File: src/rtl/br_lite_local_if.sv
// br_lite_local_if -- local-port network interface between a PE and the
// BrLite router's BR_LOCAL port.
//
// TX: PE requests (valid/ready) are turned into full br_data_t flits that
//     carry this PE's sequential address and a running id. Each flit is sent
//     to the router with req/ack. Only one flit is outstanding at a time.
// RX: Flits from the router's local output are captured with req/ack into a
//     small circular FIFO. The FIFO head is offered to the PE over valid/ready.
//
// Ports
//   clk_i, rst_i            clock, synchronous active-high reset
//   tx_valid_i/tx_ready_o   PE request handshake (ready is combinational)
//   tx_service_i/target/payload  request contents
//   tx_err_o                one-cycle pulse when a CLEAR request is rejected
//   local_busy_i            router local_busy; blocks new requests
//   flit_o/req_o/ack_i      flit towards the router local input
//   flit_i/req_i/ack_o      flit from the router local output
//   rx_valid_o/rx_ready_i   PE receive handshake
//   rx_flit_o               FIFO head (valid only with rx_valid_o)
//   rx_count_o              FIFO occupancy, 0..RX_DEPTH

package br_lite_pkg;
  localparam int BR_ADDR_W    = 16;
  localparam int BR_PAYLOAD_W = 32;
  localparam int BR_ID_W      = 5;

  typedef enum logic [1:0] {
    BR_SVC_ALL   = 2'd0,
    BR_SVC_TGT   = 2'd1,
    BR_SVC_CLEAR = 2'd2
  } br_service_t;

  localparam int BR_SVC_W = $bits(br_service_t);

  typedef struct packed {
    logic [BR_ADDR_W-1:0]    seq_source;
    logic [BR_ADDR_W-1:0]    seq_target;
    br_service_t             service;
    logic [BR_PAYLOAD_W-1:0] payload;
    logic [BR_ID_W-1:0]      id;
  } br_data_t;
endpackage

module br_lite_local_if
  import br_lite_pkg::*;
#(
  parameter logic [BR_ADDR_W-1:0] SEQ_ADDRESS = 16'h0000,
  parameter int unsigned          RX_DEPTH    = 4
) (
  input  logic                      clk_i,
  input  logic                      rst_i,
  // PE transmit side
  input  logic                      tx_valid_i,
  output logic                      tx_ready_o,
  input  logic [BR_SVC_W-1:0]       tx_service_i,
  input  logic [BR_ADDR_W-1:0]      tx_target_i,
  input  logic [BR_PAYLOAD_W-1:0]   tx_payload_i,
  output logic                      tx_err_o,
  // router local input
  input  logic                      local_busy_i,
  output br_data_t                  flit_o,
  output logic                      req_o,
  input  logic                      ack_i,
  // router local output
  input  br_data_t                  flit_i,
  input  logic                      req_i,
  output logic                      ack_o,
  // PE receive side
  output logic                      rx_valid_o,
  input  logic                      rx_ready_i,
  output br_data_t                  rx_flit_o,
  output logic [$clog2(RX_DEPTH):0] rx_count_o
);

  localparam int PTR_W = $clog2(RX_DEPTH);
  localparam int CNT_W = PTR_W + 1;

  // ---------------------------------------------------------------- TX ----
  typedef enum logic {TX_IDLE, TX_REQ} tx_state_t;
  tx_state_t tx_state_q, tx_state_d;

  logic [BR_ID_W-1:0] id_cnt_q;
  logic               tx_accept;
  logic               tx_is_clear;
  logic               tx_send;

  assign tx_ready_o  = (tx_state_q == TX_IDLE) && !local_busy_i;
  assign tx_accept   = tx_valid_i && tx_ready_o;
  assign tx_is_clear = (tx_service_i == BR_SVC_CLEAR);
  assign tx_send     = tx_accept && !tx_is_clear;
  assign req_o       = (tx_state_q == TX_REQ);

  // NOTE: sequential state uses non-blocking assignments so every register
  // samples the pre-edge values of the others, matching real flip-flops.
  always_ff @(posedge clk_i) begin
    if (rst_i) tx_state_q <= TX_IDLE;
    else       tx_state_q <= tx_state_d;
  end

  // NOTE: the default assigned first covers every path through the case,
  // so no latch is inferred for the next-state signal.
  always_comb begin
    tx_state_d = tx_state_q;
    case (tx_state_q)
      TX_IDLE: if (tx_send) tx_state_d = TX_REQ;
      // Dropping req right after the ack keeps the router from
      // re-arbitrating the same flit.
      TX_REQ:  if (ack_i)   tx_state_d = TX_IDLE;
      default:              tx_state_d = TX_IDLE;
    endcase
  end

  // Flit register is written only on a real send, so it holds its last
  // value while idle; id wraps naturally at the field width.
  always_ff @(posedge clk_i) begin
    if (rst_i) begin
      flit_o   <= '0;
      id_cnt_q <= '0;
      tx_err_o <= 1'b0;
    end else begin
      tx_err_o <= tx_accept && tx_is_clear;
      if (tx_send) begin
        flit_o   <= '{seq_source: SEQ_ADDRESS,
                      seq_target: tx_target_i,
                      service:    br_service_t'(tx_service_i),
                      payload:    tx_payload_i,
                      id:         id_cnt_q};
        id_cnt_q <= id_cnt_q + BR_ID_W'(1);
      end
    end
  end

  // ---------------------------------------------------------------- RX ----
  typedef enum logic [1:0] {RX_IDLE, RX_ACK, RX_DRAIN} rx_state_t;
  rx_state_t rx_state_q, rx_state_d;

  br_data_t           mem_q [RX_DEPTH];
  logic [PTR_W-1:0]   wr_ptr_q, rd_ptr_q;
  logic [CNT_W-1:0]   count_q;
  logic               fifo_full;
  logic               push;
  logic               pop;

  assign fifo_full  = (count_q == CNT_W'(RX_DEPTH));
  // A full FIFO withholds the capture, so the router stalls with req held.
  assign push       = (rx_state_q == RX_IDLE) && req_i && !fifo_full;
  assign pop        = rx_valid_o && rx_ready_i;
  assign ack_o      = (rx_state_q == RX_ACK);
  assign rx_valid_o = (count_q != '0);
  assign rx_flit_o  = mem_q[rd_ptr_q];
  assign rx_count_o = count_q;

  always_ff @(posedge clk_i) begin
    if (rst_i) rx_state_q <= RX_IDLE;
    else       rx_state_q <= rx_state_d;
  end

  // RX_DRAIN waits for the router to drop req so one request is never
  // captured twice.
  always_comb begin
    rx_state_d = rx_state_q;
    case (rx_state_q)
      RX_IDLE:  if (push)   rx_state_d = RX_ACK;
      RX_ACK:               rx_state_d = RX_DRAIN;
      RX_DRAIN: if (!req_i) rx_state_d = RX_IDLE;
      default:              rx_state_d = RX_IDLE;
    endcase
  end

  // NOTE: the storage array has no reset; emptiness is tracked by count_q,
  // so stale contents are never presented as valid.
  always_ff @(posedge clk_i) begin
    if (push) mem_q[wr_ptr_q] <= flit_i;
  end

  always_ff @(posedge clk_i) begin
    if (rst_i) begin
      wr_ptr_q <= '0;
      rd_ptr_q <= '0;
      count_q  <= '0;
    end else begin
      if (push) wr_ptr_q <= wr_ptr_q + PTR_W'(1);
      if (pop)  rd_ptr_q <= rd_ptr_q + PTR_W'(1);
      case ({push, pop})
        2'b10:   count_q <= count_q + CNT_W'(1);
        2'b01:   count_q <= count_q - CNT_W'(1);
        default: count_q <= count_q;
      endcase
    end
  end

endmodule

File: config.mk
export PLATFORM = sky130hd
export DESIGN_NAME = br_lite_local_if
export DESIGN_NICKNAME = d
export VERILOG_FILES = /design/src/rtl/br_lite_local_if.sv
export SDC_FILE = /design/constraint.sdc
export NUM_CORES = 1
export LEC_CHECK = 0
export ABC_AREA = 1
export CAP_MARGIN = 20
export CORE_MARGIN = 1
export CORE_UTILIZATION = 53
export CTS_BUF_LIST = sky130_fd_sc_hd__clkbuf_8
export CTS_CLUSTER_DIAMETER = 120
export CTS_CLUSTER_SIZE = 28
export DETAILED_ROUTE_END_ITERATION = 16
export PLACE_DENSITY = 0.82
export SLEW_MARGIN = 0
export SYNTH_ARGS = -nofsm -noshare
export SYNTH_HDL_FRONTEND = slang
export SYNTH_SLANG_ARGS = --single-unit
export TNS_END_PERCENT = 1
File: constraint.sdc
create_clock -name clk_i -period 6.45 [get_ports clk_i]
set_input_delay 1.29 -clock clk_i [delete_from_list [all_inputs] [get_ports clk_i]]
set_output_delay 1.29 -clock clk_i [all_outputs]
set_load 0.05 [all_outputs]
# Word level (Yosys, flattened, before mapping)
# Memory sizes are Yosys's and may differ from the RTL's. A register that Yosys moved wholly into a read port is not among the register bits.
# Cells that the tools add are included.
# op_classes
eq_ne	8
n_bitwise	1
muxes	11
addsub	5
n_reduce_logical	14
# ops
op	count
two-way mux 2 bit	4
logical AND 1 bit	7
== test 2 bit, second input constant	3
case mux 2 bit (3 select lines)	1
case mux 3 bit (2 select lines)	1
adder 5 x 1 -> 5 bit, second input constant	1
adder 2 x 1 -> 2 bit, second input constant	2
== test 2 x 1 -> 1 bit, second input constant	2
two-way mux 1 bit	4
!= test 2 bit, second input constant	2
adder 3 x 1 -> 3 bit, second input constant	1
== test 3 bit, second input constant	1
zero test 1 bit	3
nonzero test 3 bit	1
subtractor 3 x 1 -> 3 bit, second input constant	1
zero test 2 bit	1
case mux 1 bit (2 select lines)	1
AND reduction 2 bit	1
nonzero test 2 bit	1
NOT 1 bit	1
# totals
mem_bits_rw	284
regBits	71
mem_count	1
in_bits	128
output_inout_bits	150
word_cells	51
# memory_table
name	depth	word_bits	rd	rd_ports_with_merged_regs	write_ports	line	rtl
mem_q	4	71	1	1	1	137	br_data_t mem_q [RX_DEPTH];

# Depth between registers and ports, before layout
# Gate-level depths: netlist of the first run.
# logic_depth
word_depth	6
mapped_depth	13
ltp_nobuf	13

# Worst setup path after synthesis of the first run
# No wires, ideal clock.
# synth_path
path_type	input -> register
startpoint	in req_i
endpoint	mem mem_q[0][0] in the netlist's numbering, enable pin
cell_stages	3
arrival_time_ps	4701
setup_slack_ps	1248
n_path_buf	0
setup_ps	501
required_ps	5949
cell_sequence	nor3b_2 -> nand2_1 -> nor2_1
# synth_via
elab_chain_cells	4
# synth_rtl
element	line	rtl
start, declared	66	input logic req_i,
logical AND 1 bit (2 in series)	146	assign push = (rx_state_q == RX_IDLE) && req_i && !fifo_full;
two-way mux 1 bit	173	if (push) mem_q[wr_ptr_q] <= flit_i;
two-way mux 1 bit (implied by the code)	173	
end, declared	137	
# Every way passes these cells.

==> run_summary.xml, run 1 <==
<?xml version="1.0" encoding="UTF-8"?>
<metrics>
  <group name="cts">
    <metric name="cts_num_sinks" unit="">357</metric>
    <metric name="tritoncts" unit="">done</metric>
    <metric name="cts.clk_slew.worst_paths" unit="ns">0.15</metric>
    <metric name="worst_skew_pair.late_latency" unit="ns">0.56</metric>
    <metric name="post_cts.resized_instances" unit="">0</metric>
    <metric name="ctsHtreeMaxLevel" unit="">1</metric>
    <metric name="numCtsBuffers" unit="">16</metric>
    <metric name="post_cts_setup_driven_buffer_insertion_count" unit="">0</metric>
    <metric name="post_cts_hold_buffer_count" unit="">0</metric>
    <metric name="clockRootBuffer" unit="">clkbuf_8</metric>
    <metric name="max-clock-path-buffers" unit="">3</metric>
  </group>
  <group name="synthesis">
    <metric name="dominantRegCellSynth" unit="">edfxtp_1</metric>
    <metric name="synth.cell_area" unit="µm²">13500</metric>
    <metric name="async_flop_share" unit="%">0</metric>
    <metric name="count_of_cell_types_in_the_netlist" unit="">31</metric>
    <metric name="synth.area.top_cells" unit="">edfxtp_1 (63%), dfxtp_1 (11%), o21ai_0 (5.3%)</metric>
    <metric name="netlist_instances" unit="">1067</metric>
    <metric name="synthesis.area_per_instance" unit="µm²">12.6</metric>
    <metric name="library_cell_with_the_highest_instance_count_after_synthesis" unit="">edfxtp_1</metric>
    <metric name="postSynthRegisterBits" unit="">357</metric>
    <metric name="seq_area_frac_synth" unit="%">74.1</metric>
    <metric name="synthDominantAreaCellType" unit="">edfxtp_1</metric>
    <metric name="yosys-top-cells-count" unit="">edfxtp_1 (284), nor2_1 (152), o21ai_0 (144)</metric>
    <metric name="synth-edff-count" unit="">284</metric>
    <metric name="ys_warn_count" unit="">0</metric>
    <metric name="netlist.area_leader.share" unit="%">63.3</metric>
  </group>
  <group name="timing">
    <metric name="holdWs" unit="ns">0.474</metric>
    <metric name="setup_viol_count_final" unit="">0</metric>
    <metric name="drv_slew" unit="">0</metric>
    <metric name="achievable-frequency" unit="MHz">201</metric>
    <metric name="hold_viol" unit="">0</metric>
    <metric name="crit_path_time_final" unit="ns">4.98</metric>
    <metric name="unrepaired_setup_endpoints_after_global_routing" unit="">no</metric>
    <metric name="totalNegativeSetupSlack" unit="ns">0</metric>
    <metric name="period_share" unit="%">77.2</metric>
    <metric name="fin_skew" unit="ns">0.0239</metric>
    <metric name="timing.slew.headroom" unit="%">35.8</metric>
    <metric name="max_slew.worst_pin.slew" unit="ns">0.963</metric>
  </group>
  <group name="finish">
    <metric name="antennaDiodeCount" unit="">0</metric>
    <metric name="fin_nets" unit="">1429</metric>
    <metric name="drive_above_1_share" unit="%">5.21</metric>
    <metric name="syn2layout_area_growth" unit="%">22.7</metric>
  </group>
  <group name="critical_path">
    <metric name="cp_data_required_time" unit="ns">5.16</metric>
    <metric name="critPathLaunchType" unit="">flop</metric>
    <metric name="worstSetupEndpointType" unit="">primary output</metric>
    <metric name="timing.setup.critical_path_class" unit="">flop to primary output</metric>
    <metric name="crit_path_max_fanout" unit="">100</metric>
    <metric name="worst-endpoint-arrival" unit="ns">3.69</metric>
  </group>
  <group name="die">
    <metric name="num_rows" unit="">57</metric>
    <metric name="floorplan.initialDensity" unit="%">54.8</metric>
    <metric name="coreArea" unit="µm²">24600</metric>
    <metric name="die_x" unit="µm">161</metric>
    <metric name="die-area" unit="µm²">26100</metric>
    <metric name="die_h" unit="µm">161</metric>
    <metric name="io_pins" unit="">278</metric>
  </group>
  <group name="power_and_ir_drop">
    <metric name="power_density_over_the_cells" unit="nW/µm²">365</metric>
    <metric name="leakagePower" unit="nW">5.54</metric>
    <metric name="irDropWorstVdd" unit="mV">0.227</metric>
  </group>
  <group name="grt">
    <metric name="grt_pass1_vias" unit="">8736</metric>
    <metric name="globalRouteOverflowTotal" unit="">0</metric>
    <metric name="global_route_met3_utilization" unit="%">5.42</metric>
    <metric name="grt-busiest-layer" unit="">met2</metric>
    <metric name="groute.layer.met1.usage" unit="%">28.4</metric>
    <metric name="grt_first_pass_wirelength" unit="µm">45700</metric>
    <metric name="grt_antenna_before_repair" unit="">0</metric>
    <metric name="largest_net_degree_at_the_start_of_global_routing" unit="">101</metric>
    <metric name="global_route.usage.met2" unit="%">39.4</metric>
    <metric name="grt_usage" unit="%">22.5</metric>
  </group>
  <group name="drt">
    <metric name="vias_per_cell" unit="">5.54</metric>
    <metric name="route.vias.total" unit="">9020</metric>
    <metric name="drt-initial-drc-count" unit="">803</metric>
    <metric name="drt-pass1-iter-count" unit="">5</metric>
    <metric name="totalWireLength" unit="µm">30100</metric>
    <metric name="detail_route.drc_violations" unit="">0</metric>
    <metric name="antenna_violating_nets_post_route" unit="">0</metric>
    <metric name="wire_per_inst" unit="µm">18.5</metric>
  </group>
  <group name="placement">
    <metric name="port_buffers" unit="">261</metric>
    <metric name="detailed_place_hpwl" unit="µm">19200</metric>
    <metric name="gp_routability_congestion" unit="">0.780</metric>
  </group>
  <group name="job">
    <metric name="max-cap-violations" unit="">0</metric>
  </group>
  <group name="outcome">
    <metric name="outcome" unit="">complete, no violations</metric>
  </group>
  <group name="min_path">
    <metric name="type_of_the_tightest_min_delay_check" unit="">flop to flop</metric>
  </group>
</metrics>
-- routing by layer --
layer / routed length (µm) / share of wire [%]
met1: 11700 / 39
met2: 15100 / 50
met3: 2820 / 9.4
met4: 414 / 1.4
met5: 0 / 0
-- layout by cell type, fill, tap and decap left out, types with 2 or more instances in the layout --
cell type / netlist / layout
clkdlybuf4s50_1: 0 / 260
a21oi_2: 10 / 10
ha_1: 6 / 6
nand2_1: 130 / 130
a21oi_1: 59 / 59
nand4_1: 2 / 2
o21ai_0: 144 / 144
inv_1: 23 / 32
nor2_4: 1 / 5
clkbuf_8: 0 / 17
dfxtp_1: 73 / 71
nand2_2: 10 / 10
nand3_1: 8 / 8
inv_2: 1 / 2
edfxtp_1: 284 / 284
buf_12: 0 / 2
conb_1: 1 / 16
nor2_1: 152 / 148
buf_4: 26 / 12
o22ai_1: 71 / 71
-- power breakdown --
| part | internal, W | switching, W |
|---|---|---|
| Clock | 0.000253 | 0.000626 |
| Sequential | 0.00270 | 0.0000842 |
| Combinational | 0.000702 | 0.00168 |
-- cell families (layout without fill, tap and decap cells) --
| kind of cell | Yosys count | in the layout | share of synthesized area, % |
|---|---|---|---|
| flops | 357 | 357 | 74.1 |
| simple gates | 309 | 309 | 9.28 |
| compound gates | 285 | 285 | 11.5 |
| buf+inv | 107 | 329 | 4.28 |
| fa+ha+maj | 7 | 7 | 0.706 |
| other cells | 1 | 16 | 0.0278 |
| xor+xnor | 1 | 1 | 0.0650 |
-- critical path, cell delays in order (launching register included) --
cell	delay, ns
dfxtp_4	0.52
inv_4	0.74
buf_4	0.52
o21ai_0	0.16
o22ai_1	0.25
clkdlybuf4s50_1	0.86
-- state kept, by name (all words and copies together) (netlist names), named ones only --
register    cells
rx_count_o      3
flit_o         55
id_cnt_q        5
tx_err_o        1
rx_state_q      2
req_o           1
rd_ptr_q        2
wr_ptr_q        2
mem_q         284
-- metrics by stage --
step	utilization (%)	area (µm²)	setup slack, ns	std cells	total power [W]
global placement	65.8	16200	1.98	1597	0.00517
floorplan	-	13500	1.25	1082	0.00440
global route	67.2	16500	1.29	1628	0.00628
CTS	67.1	16500	1.36	1626	0.00607
detailed placement	65.9	16200	1.98	1598	0.00522
finish	67.2	16500	1.47	1628	0.00604
-- layout make-up --
| class | instances | area, µm² |
|---|---|---|
| Sequential cell | 357 | 9990 |
| Fill cell | 1738 | 8070 |
| Multi-Input combinational cell | 618 | 3000 |
| Timing Repair Buffer | 276 | 2770 |
| Tap cell | 324 | 405 |
| Clock buffer | 17 | 234 |
| Inverter | 25 | 96.3 |
| Clock inverter | 11 | 46.3 |
-- final timing paths --
check | from | end | slack [ns] | depth (start not counted)
max | flop | rx_flit_o[54] | 1.47 | 5
max reg2reg | rx_state_q[0] | mem_q[3][63] | 3.61 | 4
min | flit_o[38] | flit_o[38] | 0.47 | 2
min reg2reg | flit_o[38] | flit_o[38] | 0.47 | 2
(Power assumes the default switching activity.)
==> run 2: changes to the inputs <==
--- a/config.mk
+++ b/config.mk
@@ -8,12 +8,12 @@
 export ABC_AREA = 1
 export CAP_MARGIN = 20
 export CORE_MARGIN = 1
-export CORE_UTILIZATION = 53
+export CORE_UTILIZATION = 48
 export CTS_BUF_LIST = sky130_fd_sc_hd__clkbuf_8
 export CTS_CLUSTER_DIAMETER = 120
 export CTS_CLUSTER_SIZE = 28
 export DETAILED_ROUTE_END_ITERATION = 16
-export PLACE_DENSITY = 0.82
+export PLACE_DENSITY = 0.79
 export SLEW_MARGIN = 0
 export SYNTH_ARGS = -nofsm -noshare
 export SYNTH_HDL_FRONTEND = slang
==> constraint.sdc (replaced) <==
create_clock -name clk_i -period 4.2 [get_ports clk_i]
set_input_delay 0.84 -clock clk_i [delete_from_list [all_inputs] [get_ports clk_i]]
set_output_delay 0.84 -clock clk_i [all_outputs]
set_load 0.05 [all_outputs]
==> run_summary.xml, run 2 (same netlist as run 1, synthesis figures left out) <==
<?xml version="1.0" encoding="UTF-8"?>
<metrics>
  <group name="finish">
    <metric name="largest_register" unit="">mem_q</metric>
    <metric name="top_regs" unit="">mem_q x284, flit_o x55, id_cnt_q x5</metric>
    <metric name="syn2layout_area_growth" unit="%">24.3</metric>
    <metric name="seqCellArea" unit="µm²">9990</metric>
    <metric name="mostFrequentLayoutCell" unit="">edfxtp_1</metric>
    <metric name="multiInputGateArea" unit="µm²">3000</metric>
    <metric name="final_design_area_no_fill" unit="µm²">16800</metric>
    <metric name="number_of_flip_flops_under_the_largest_register_name" unit="">284</metric>
    <metric name="most-common-layout-cells" unit="">edfxtp_1 (284), clkdlybuf4s50_1 (259), nor2_1 (148)</metric>
    <metric name="drive_above_1_share" unit="%">5.80</metric>
    <metric name="fin_nets" unit="">1436</metric>
    <metric name="nFillCells" unit="">2081</metric>
  </group>
  <group name="cts">
    <metric name="cts_num_sinks" unit="">357</metric>
    <metric name="clockRootBuffer" unit="">clkbuf_8</metric>
    <metric name="post_cts_setup_driven_buffer_insertion_count" unit="">0</metric>
    <metric name="worst_skew_pair.late_latency" unit="ns">0.57</metric>
    <metric name="numCtsBuffers" unit="">16</metric>
    <metric name="post_cts_hold_buffer_count" unit="">0</metric>
    <metric name="post_cts.resized_instances" unit="">0</metric>
    <metric name="cts.clk_slew.worst_paths" unit="ns">0.16</metric>
    <metric name="tritoncts" unit="">done</metric>
    <metric name="ctsHtreeMaxLevel" unit="">1</metric>
    <metric name="max-clock-path-buffers" unit="">3</metric>
  </group>
  <group name="drt">
    <metric name="detail_route.drc_violations" unit="">0</metric>
    <metric name="vias_per_cell" unit="">5.27</metric>
    <metric name="route.vias.total" unit="">8879</metric>
    <metric name="wire_per_inst" unit="µm">17.7</metric>
    <metric name="antenna_violating_nets_post_route" unit="">0</metric>
    <metric name="drt-initial-drc-count" unit="">639</metric>
    <metric name="totalWireLength" unit="µm">29800</metric>
    <metric name="drt-pass1-iter-count" unit="">5</metric>
  </group>
  <group name="power_and_ir_drop">
    <metric name="leakagePower" unit="nW">5.60</metric>
    <metric name="p_total" unit="W">0.00935</metric>
    <metric name="irDropWorstVdd" unit="mV">0.282</metric>
    <metric name="power_density_over_the_cells" unit="nW/µm²">558</metric>
  </group>
  <group name="critical_path">
    <metric name="worst_path_max_delay_cell" unit="">clkdlybuf4s50_1</metric>
    <metric name="timing.setup.critical_path_class" unit="">flop to primary output</metric>
    <metric name="worstSetupEndpointType" unit="">primary output</metric>
    <metric name="cp_cell_sequence" unit="">buf_4 -&gt; o21ai_0 -&gt; o22ai_1 -&gt; clkdlybuf4s50_1</metric>
    <metric name="critPathLaunchType" unit="">flop</metric>
    <metric name="crit_path_max_fanout" unit="">78</metric>
    <metric name="r2r_start" unit="">rx_count_o[1]</metric>
    <metric name="r2r_end" unit="">rx_count_o[2]</metric>
    <metric name="worst-endpoint-arrival" unit="ns">3.03</metric>
    <metric name="regToRegSetupSlack" unit="ns">2.01</metric>
    <metric name="cp_data_required_time" unit="ns">3.36</metric>
    <metric name="largest_stage_delay_worst_path" unit="ns">0.90</metric>
    <metric name="r2r_cells" unit="">11</metric>
  </group>
  <group name="placement">
    <metric name="dpl_worst_slack" unit="ns">0.986</metric>
    <metric name="gp_routability_congestion" unit="">0.793</metric>
    <metric name="port_buffers" unit="">261</metric>
    <metric name="detailed_place.area" unit="µm²">16500</metric>
    <metric name="detailed_place_hpwl" unit="µm">19000</metric>
  </group>
  <group name="min_path">
    <metric name="worst_hold_path_depth" unit="">2</metric>
    <metric name="type_of_the_tightest_min_delay_check" unit="">flop to flop</metric>
    <metric name="hold_start" unit="">flit_o[51]</metric>
    <metric name="whs_endpoint" unit="">flit_o[51]</metric>
  </group>
  <group name="die">
    <metric name="die-area" unit="µm²">28800</metric>
    <metric name="die_x" unit="µm">170</metric>
    <metric name="die_h" unit="µm">170</metric>
    <metric name="num_rows" unit="">60</metric>
    <metric name="io_pins" unit="">278</metric>
    <metric name="coreArea" unit="µm²">27300</metric>
    <metric name="floorplan.initialDensity" unit="%">49.5</metric>
  </group>
  <group name="grt">
    <metric name="largest_net_degree_at_the_start_of_global_routing" unit="">79</metric>
    <metric name="grt_usage" unit="%">20.5</metric>
    <metric name="globalRouteOverflowTotal" unit="">0</metric>
    <metric name="grt_antenna_before_repair" unit="">3</metric>
    <metric name="grt_pass1_vias" unit="">8699</metric>
    <metric name="grt_first_pass_wirelength" unit="µm">45800</metric>
  </group>
  <group name="outcome">
    <metric name="outcome" unit="">complete, no violations</metric>
  </group>
  <group name="timing">
    <metric name="max_slew.worst_pin.slew" unit="ns">0.832</metric>
    <metric name="setup_viol_count_final" unit="">0</metric>
    <metric name="timing.slew.headroom" unit="%">44.6</metric>
    <metric name="drv_slew" unit="">0</metric>
    <metric name="crit_path_time_final" unit="ns">3.87</metric>
    <metric name="period_share" unit="%">92.3</metric>
    <metric name="unrepaired_setup_endpoints_after_global_routing" unit="">no</metric>
    <metric name="final.setup.worst_slack" unit="ns">0.325</metric>
    <metric name="fin_skew" unit="ns">0.0356</metric>
    <metric name="achievable-frequency" unit="MHz">258</metric>
    <metric name="hold_viol" unit="">0</metric>
  </group>
  <group name="job">
    <metric name="max-cap-violations" unit="">0</metric>
  </group>
</metrics>
run 2: cell types whose count changed in the layout (fill, tap and decap cells not counted):
cell	previous run	this run
buf_12	2	12
buf_16	1	0
buf_4	12	11
clkdlybuf4s50_1	260	259
diode_2	0	2
run 2: critical path: cells and delay by family (launching register included):
| kind | cells | cell delay (ns) |
|---|---|---|
| DFF | 1 | 0.41 |
| AOI/OAI and AO/OA | 2 | 0.52 |
| buffers and inverters | 2 | 1.50 |
run 2: per-stage QoR:
step                setup TNS (ns)  utilization [%]  hold slack [ns]  std cells
CTS                              0             61.5            0.477       1683
global placement                 0             60.5            0.451       1655
finish                           0             61.5            0.478       1685
floorplan                  -156.83                -            0.454       1082
global route                     0             61.5            0.496       1684
detailed placement               0             60.5            0.457       1655
run 2: worst max-delay path by stage:
stage	endpoint	cells after the start	slack, ns	startpoint
floorplan	mem_q[0][0]	3	-0.55	req_i
global placement	rx_flit_o[17]	4	1.0	flop
detailed placement	rx_flit_o[22]	4	0.99	flop
CTS	rx_flit_o[22]	4	0.31	flop
global route	rx_flit_o[14]	4	0.20	flop
finish	rx_flit_o[22]	4	0.33	flop
run 2: power by group:
| group | leakage (nW) | internal (W) | switching [W] |
|---|---|---|---|
| Clock | 0.180 | 0.000388 | 0.000988 |
| Sequential | 3.19 | 0.00415 | 0.0000879 |
| Combinational | 2.23 | 0.00114 | 0.00260 |
| Total | 5.60 | 0.00568 | 0.00367 |
run 2: layout make-up:
cell class / count / area share (%)
Antenna cell: 2 / 0.0299
Timing Repair Buffer: 283 / 17.4
Clock buffer: 17 / 1.40
Clock inverter: 11 / 0.276
Tap cell: 372 / 2.78
Sequential cell: 357 / 59.6
Multi-Input combinational cell: 618 / 17.9
Inverter: 25 / 0.575
run 2: metal layers:
metal / up-vias / track usage (%) / share of wire (%)
li1: 4245 / - / -
met1: 4273 / 25.4 / 40
met2: 324 / 35.5 / 49
met3: 33 / 5.71 / 9.0
met4: 4 / 4.86 / 1.5
met5: - / 0 / 0.077
==> run 3: changes to the inputs <==
--- a/config.mk
+++ b/config.mk
@@ -13,6 +13,7 @@
 export CTS_CLUSTER_DIAMETER = 120
 export CTS_CLUSTER_SIZE = 28
 export DETAILED_ROUTE_END_ITERATION = 16
+export HOLD_SLACK_MARGIN = 0.03
 export PLACE_DENSITY = 0.79
 export SLEW_MARGIN = 0
 export SYNTH_ARGS = -nofsm -noshare
==> results of run 3 <==
Same layout as run 2: the final DEF is identical, and so are final timing and power.
